`config.mk`:
```
export PLATFORM = sky130hd
export DESIGN_NAME = cart_loader
export DESIGN_NICKNAME = d
export VERILOG_FILES = /design/src/rtl/cart_loader.sv
export SDC_FILE = /design/constraint.sdc
export NUM_CORES = 1
export LEC_CHECK = 0
export BUFFER_PORTS_ARGS = -buffer_cell sky130_fd_sc_hd__clkbuf_2
export CAP_MARGIN = 20
export CORE_ASPECT_RATIO = 1.1
export CORE_MARGIN = 2
export CORE_UTILIZATION = 36
export CTS_BUF_LIST = sky130_fd_sc_hd__clkbuf_4 sky130_fd_sc_hd__clkbuf_8
export CTS_CLUSTER_DIAMETER = 40
export DETAILED_ROUTE_END_ITERATION = 16
export HOLD_SLACK_MARGIN = 0.05
export PLACE_DENSITY = 0.5
export SLEW_MARGIN = 20
export SYNTH_ARGS = -nofsm -noshare
export SYNTH_HDL_FRONTEND = slang
export SYNTH_SLANG_ARGS = --single-unit
```
`constraint.sdc`:
```
create_clock -name clk_sys -period 3.1 [get_ports clk_sys]
set_input_delay 0.62 -clock clk_sys [delete_from_list [all_inputs] [get_ports clk_sys]]
set_output_delay 0.62 -clock clk_sys [all_outputs]
set_load 0.03 [all_outputs]
```
`src/rtl/cart_loader.sv`:
```
// cart_loader: buffers HPS ioctl download bytes and replays them one at a
// time onto the cartridge SDRAM write port (mem_we / mem_ack handshake).
// It also derives cartridge metadata (cart_pages, sg1000, extram) while the
// bytes are being accepted.
// Build option: define CART_LOADER_CHECKSUM_EN to add a 16-bit byte-sum
// output (checksum) covering every byte accepted into the FIFO.

module cart_loader #(
   parameter int         FIFO_DEPTH = 4,
   parameter logic [4:0] INDEX_SG   = 5'd2
) (
   input  logic        clk_sys,
   input  logic        reset,
   input  logic        ioctl_download,
   input  logic [7:0]  ioctl_index,
   input  logic        ioctl_wr,
   input  logic [24:0] ioctl_addr,
   input  logic [7:0]  ioctl_dout,
   output logic        ioctl_wait,
   output logic [24:0] mem_addr,
   output logic [7:0]  mem_din,
   output logic        mem_we,
   input  logic        mem_ack,
   output logic        loading,
   output logic        load_done,
   output logic        overflow,
   output logic [5:0]  cart_pages,
   output logic        sg1000,
   output logic        extram
`ifdef CART_LOADER_CHECKSUM_EN
   ,
   output logic [15:0] checksum
`endif
);

   localparam int            AW       = (FIFO_DEPTH > 1) ? $clog2(FIFO_DEPTH) : 1;
   localparam int            CW       = AW + 1;
   localparam logic [CW-1:0] DEPTH_C  = CW'(FIFO_DEPTH);
   localparam logic [CW-1:0] WAIT_LVL = CW'(FIFO_DEPTH - 1);

   typedef enum logic [1:0] {
      ST_IDLE,
      ST_WRITE,
      ST_WAIT
   } state_t;

   state_t        state, state_next;
   logic [32:0]   fifo_mem [FIFO_DEPTH];
   logic [AW-1:0] wr_ptr, rd_ptr;
   logic [CW-1:0] count, count_next;
   logic          fifo_empty, fifo_full;
   logic          pop, push_ok, drop;
   logic          dl_prev, dl_rise, load_end;
   logic          ff_flag, seen_top, in_ff_window;

   // Upper index bits carry no meaning for this core.
   logic          unused_index;
   assign unused_index = &{1'b0, ioctl_index[7:5]};

   assign fifo_empty   = (count == '0);
   assign fifo_full    = (count == DEPTH_C);
   // A full FIFO still accepts a byte when the head leaves in the same cycle.
   assign push_ok      = ioctl_wr & (~fifo_full | pop);
   assign drop         = ioctl_wr & ~push_ok;
   assign dl_rise      = ioctl_download & ~dl_prev;
   assign load_end     = loading & ~ioctl_download & fifo_empty & (state == ST_IDLE);
   assign in_ff_window = (ioctl_addr[24:13] == 12'd1);
   assign extram       = sg1000 & ff_flag & seen_top;

   // Write-FSM state register.
   // NOTE: sequential state uses non-blocking (<=) so every flop samples pre-edge values.
   always_ff @(posedge clk_sys or posedge reset) begin
      if (reset) state <= ST_IDLE;
      else       state <= state_next;
   end

   // Write-FSM next state, pop request and the one-cycle mem_we strobe.
   // NOTE: every output gets a default first, so no path leaves a latch behind.
   always_comb begin
      state_next = state;
      pop        = 1'b0;
      mem_we     = 1'b0;
      case (state)
         ST_IDLE: begin
            if (!fifo_empty) begin
               pop        = 1'b1;
               state_next = ST_WRITE;
            end
         end
         ST_WRITE: begin
            mem_we     = 1'b1;
            state_next = ST_WAIT;
         end
         ST_WAIT: begin
            if (mem_ack) state_next = ST_IDLE;
         end
         default: state_next = ST_IDLE;
      endcase
   end

   // Occupancy after this cycle's push/pop.
   always_comb begin
      count_next = count;
      case ({push_ok, pop})
         2'b10:   count_next = count + CW'(1);
         2'b01:   count_next = count - CW'(1);
         default: count_next = count;
      endcase
   end

   // FIFO storage: written on accepted pushes only.
   // NOTE: the storage array is not reset; the pointers alone decide which entries are valid.
   always_ff @(posedge clk_sys) begin
      if (push_ok) fifo_mem[wr_ptr] <= {ioctl_addr, ioctl_dout};
   end

   // FIFO pointers and occupancy; reset discards any queued bytes.
   always_ff @(posedge clk_sys or posedge reset) begin
      if (reset) begin
         wr_ptr <= '0;
         rd_ptr <= '0;
         count  <= '0;
      end else begin
         if (push_ok) wr_ptr <= wr_ptr + AW'(1);
         if (pop)     rd_ptr <= rd_ptr + AW'(1);
         count <= count_next;
      end
   end

   // Head-of-FIFO write register; held stable through WRITE and WAIT.
   always_ff @(posedge clk_sys or posedge reset) begin
      if (reset) begin
         mem_addr <= '0;
         mem_din  <= '0;
      end else if (pop) begin
         {mem_addr, mem_din} <= fifo_mem[rd_ptr];
      end
   end

   // Download tracking: loading window, completion pulse, stall and drop flags.
   always_ff @(posedge clk_sys or posedge reset) begin
      if (reset) begin
         dl_prev    <= 1'b0;
         loading    <= 1'b0;
         load_done  <= 1'b0;
         overflow   <= 1'b0;
         ioctl_wait <= 1'b0;
      end else begin
         dl_prev    <= ioctl_download;
         load_done  <= load_end;
         ioctl_wait <= (count_next >= WAIT_LVL);
         if (dl_rise)       loading <= 1'b1;
         else if (load_end) loading <= 1'b0;
         if (drop)          overflow <= 1'b1;
         else if (dl_rise)  overflow <= 1'b0;
      end
   end

   // Cartridge metadata, updated as bytes are accepted; address 0 starts a new image.
   always_ff @(posedge clk_sys or posedge reset) begin
      if (reset) begin
         sg1000     <= 1'b0;
         cart_pages <= '0;
         ff_flag    <= 1'b0;
         seen_top   <= 1'b0;
      end else if (push_ok) begin
         if (ioctl_addr == 25'd0) begin
            sg1000     <= (ioctl_index[4:0] == INDEX_SG);
            cart_pages <= '0;
            ff_flag    <= 1'b1;
            seen_top   <= 1'b0;
         end else begin
            if (ioctl_addr[19:14] > cart_pages) cart_pages <= ioctl_addr[19:14];
            if (in_ff_window) ff_flag <= ff_flag & (ioctl_dout == 8'hFF);
            if (ioctl_addr == 25'h3FFF) seen_top <= 1'b1;
         end
      end
   end

`ifdef CART_LOADER_CHECKSUM_EN
   // Running byte sum of the current image, restarted by the byte at address 0.
   always_ff @(posedge clk_sys or posedge reset) begin
      if (reset) begin
         checksum <= '0;
      end else if (push_ok) begin
         if (ioctl_addr == 25'd0) checksum <= {8'h00, ioctl_dout};
         else                     checksum <= checksum + {8'h00, ioctl_dout};
      end
   end
`else
   // Default build: accepted bytes are not summed.
`endif

endmodule

```
==> impl_results.md <==
- N_diodes: 0
- Sw Ratio: 0.3444
- Syn_area_per_cell: 19.01 sq um
- Pwr per Cell Area: 1019 mW/mm^2
- Post-Synth Simple-Gate Area: 0.04590
- Largest net degree at the start of global routing: 29
- Cts hold-fix bufs: 0
- Post CTS Setup Buffer Count: 0
- Final #Nets: 550
- Main combinational cell family by area after synthesis: multiplexers
- H-tree Lvls: 4
- CTS Root Cell: clkbuf_8
- Routed Wire Length: 14.75 mm
- Max-slew violation count: 0
- Slew HR: 0.4901
- Crit share post-route: 0.7860
- Synth Cell Area: 0.007415 sq mm
- Status: finished, final reports clean
- First-pass GRT wire length: 23.12 mm
- Clock skew: 0.01006 ns
- Routed vias/inst: 5.035
- # rows: 55
- Clock Sinks: 188
- Worst Tran Pin Value: 0.7648 ns
- Hold WC Path Type: primary input to asynchronous set/reset pin
- CP dominant cell by count: nor3_1
- DP Area: 0.008268 sq mm
- Die H: 154.5 um
- RSZ-0062 raised after global routing: no
- Register area share after synthesis: 0.7236
- CTS tree: done
- Initial Util: 0.3640
- Port buffer count: 88
- Crit-path slowest cell: dfrtp_1
- Synth Area in XOR/XNOR: 0.004725
- Post-synthesis compound-gate area fraction: 0.03392
- Core ar.: 0.02037 sq mm
- CTS buffer count: 17
- Number of global-route vias before repair: 4059
- Post-Synth Adder-Cell Area: 0.01957
- CP startpoint kind: flip-flop
- Async set or reset register ratio after synthesis: 0.2979
- Crit Path Class: flip-flop to flip-flop
- Cells after synthesis: 390
- PostCTS Resize Cnt: 0
- Final instance area: 0.008722 sq mm
- Syn nets: 447
- Min Tclk post-route: 2.437 ns
- Design internal power: 5.827 mW
- # IOs: 92
- DR DRC count: 0
- Max-Cap Viols: 0
- GRT overflow: 0
- GRT Total Usage: 0.1438
- Area Overhead vs Synth: 17.63%
- Worst EP arrival: 2.78 ns
- RePlAce Congestion: 0.7014
- Die Wd: 140.8 um
- Worst-path clk slew: 0.09 ns
- Setup TNS: 0 ns
- Psw: 3.060 mW
- Die ar.: 0.02176 sq mm
- Fin. Hold Viols: 0
- Routed WL per cell: 19.35 um
- WP data required: 3.44 ns
- Combinational share of power: 0.366
- Initial DRC Count: 185
- Cell family with most CP delay: simple AND/OR/NAND/NOR gates
- Maximum vdd drop: 0.0004573 V
- Clk buf depth: 2
- Buffers & Inverters on Critical Path: 0
- Worst-Skew Late Latency: 0.46 ns
- Leak Pwr: 3.262 nW
- FF+latch count, synth: 188
- Sequential cell fraction of total power: 0.431
- Initial antenna violation count: 0
- Yosys warns: 0
- Maximum fanout along the worst path: 9
- Via count: 3837
- CP Capture Type: flip-flop
- Fin util: 0.4282
- Most used flip-flop cell after synthesis: edfxtp_1
- Multiplexer share of the synthesized area: 0.1546
- Post-DP HPWL: 9.616 mm
- Number of synthesized flops with an enable pin: 132
- Clock network power share: 0.203
- CP max stage delay: 0.52 ns
- Setup violators final: 0
- Layout cells sized above 1: 0.4229
- Unique masters post-synth: 46
- Count of TritonRoute iterations in the first routing pass: 4
- DRT antenna net count: 0
- Achievable Freq: 0.4104 GHz
- Crit path cell chain: nor3_1 -> nor3_1 -> fa_1 -> and3_1 -> o21ai_1 -> o311ai_1 -> a221o_1
[final timing paths]
kind / start / endpoint / slack (ns) / cells past startpoint
min reg2reg: dl_prev$_DFF_PP0_ / loading$_DFFE_PP0P_ / 0.45 / 1
max in group asynchronous: reset / count[2]$_DFF_PP0_ / 2.16 / 3
min: reset / mem_addr[21]$_DFFE_PP0N_ / 0.21 / 2
min in group clk_sys: ioctl_download / dl_prev$_DFF_PP0_ / 0.31 / 1
max reg2reg: count[0]$_DFF_PP0_ / ioctl_wait$_DFF_PP0_ / 0.66 / 7
max: count[0]$_DFF_PP0_ / ioctl_wait$_DFF_PP0_ / 0.66 / 7
[power groups by stage]
| stage | clock network, mW | logic (mW) | registers, mW |
|---|---|---|---|
| finish | 1.80 | 3.25 | 3.83 |
| global route | 1.96 | 3.53 | 3.93 |
| CTS | 1.86 | 3.34 | 3.85 |
| detailed placement | 0 | 3.34 | 3.91 |
| global placement | 0 | 3.30 | 3.87 |
| floorplan | 0 | 1.95 | 4.27 |
[logic make-up (layout without fill, tap and decap cells)]
kind of cell / count (synthesis) / in the layout
buffers and inverters: 30 / 146
multiplexers: 69 / 69
flip-flops: 188 / 188
XOR/XNOR: 4 / 4
AND/OR/NAND/NOR: 58 / 58
AO/OA/AOI/OAI: 30 / 30
adder cells (fa/ha/maj): 11 / 11
[stage by stage]
stage | worst slack [ns] | instances | power, mW | hold slack (ns)
6_report | 0.6635 | 762 | 8.887 | 0.2094
5_1_grt | 0.5203 | 762 | 9.409 | 0.2279
4_1_cts | 0.6280 | 762 | 9.050 | 0.2229
3_5_place_dp | 0.4699 | 730 | 7.242 | 0.4365
3_3_place_gp | 0.5196 | 730 | 7.169 | 0.4224
2_1_floorplan | 0.8419 | 390 | 6.214 | 0.4100
[cells in the mapped netlist, types with 4 or more instances]
cell      instances  share of area
a21oi_1           5         0.0034
a22o_1            6         0.0071
and2_1            4         0.0034
buf_2             8         0.0054
clkbuf_1          6         0.0030
dfrtp_1          56           0.19
edfxtp_1        132           0.53
ha_1             10          0.017
inv_1            14         0.0071
mux2_2           32          0.049
mux4_2           33           0.10
nand2_1           8         0.0041
nand2b_1          4         0.0034
nand4_1           6         0.0051
nor2_1            9         0.0046
nor3_1            7         0.0047
nor4_1            6         0.0051
o21ai_0           4         0.0027
[final cells by class]
cell class	instances	area, sq um
inverter	14	52.55
fill	1836	11650
timing repair buffer	100	605.6
clock buffer	20	269.0
sequential	188	5366
multi-input combinational	172	1923
tap	256	320.3
clock inverter	12	185.2
[registers in the layout, indices dropped and copies added, names as in the netlist, 2 cells and up]
register,flops
cart_pages,6
count,3
fifo_mem,132
mem_addr,25
mem_din,8
rd_ptr,2
state,2
wr_ptr,2
[layer usage]
metal,share of wire,vias up,global-route usage
met1,0.43,2002,0.1781
met2,0.52,69,0.2460
li1,-,1750,-
met3,0.038,16,0.03220
met5,0,-,0
met4,0.015,0,0.05714
[placed cells by master (no fill, tap or decap), types with 4 or more instances in the layout]
| cell | n |
|---|---|
| nor4_1 | 6 |
| bufinv_16 | 4 |
| ha_1 | 10 |
| clkbuf_2 | 88 |
| nand2b_1 | 4 |
| o21ai_0 | 4 |
| nand4_1 | 6 |
| nor3_1 | 7 |
| and2_2 | 4 |
| edfxtp_1 | 132 |
| mux4_2 | 33 |
| nor2_1 | 9 |
| clkbuf_8 | 19 |
| buf_12 | 6 |
| mux2_2 | 32 |
| nand2_1 | 8 |
| inv_1 | 13 |
| a21oi_1 | 5 |
| dfrtp_1 | 55 |
| buf_4 | 6 |
| a22o_1 | 6 |
(Power assumes the default switching activity.)
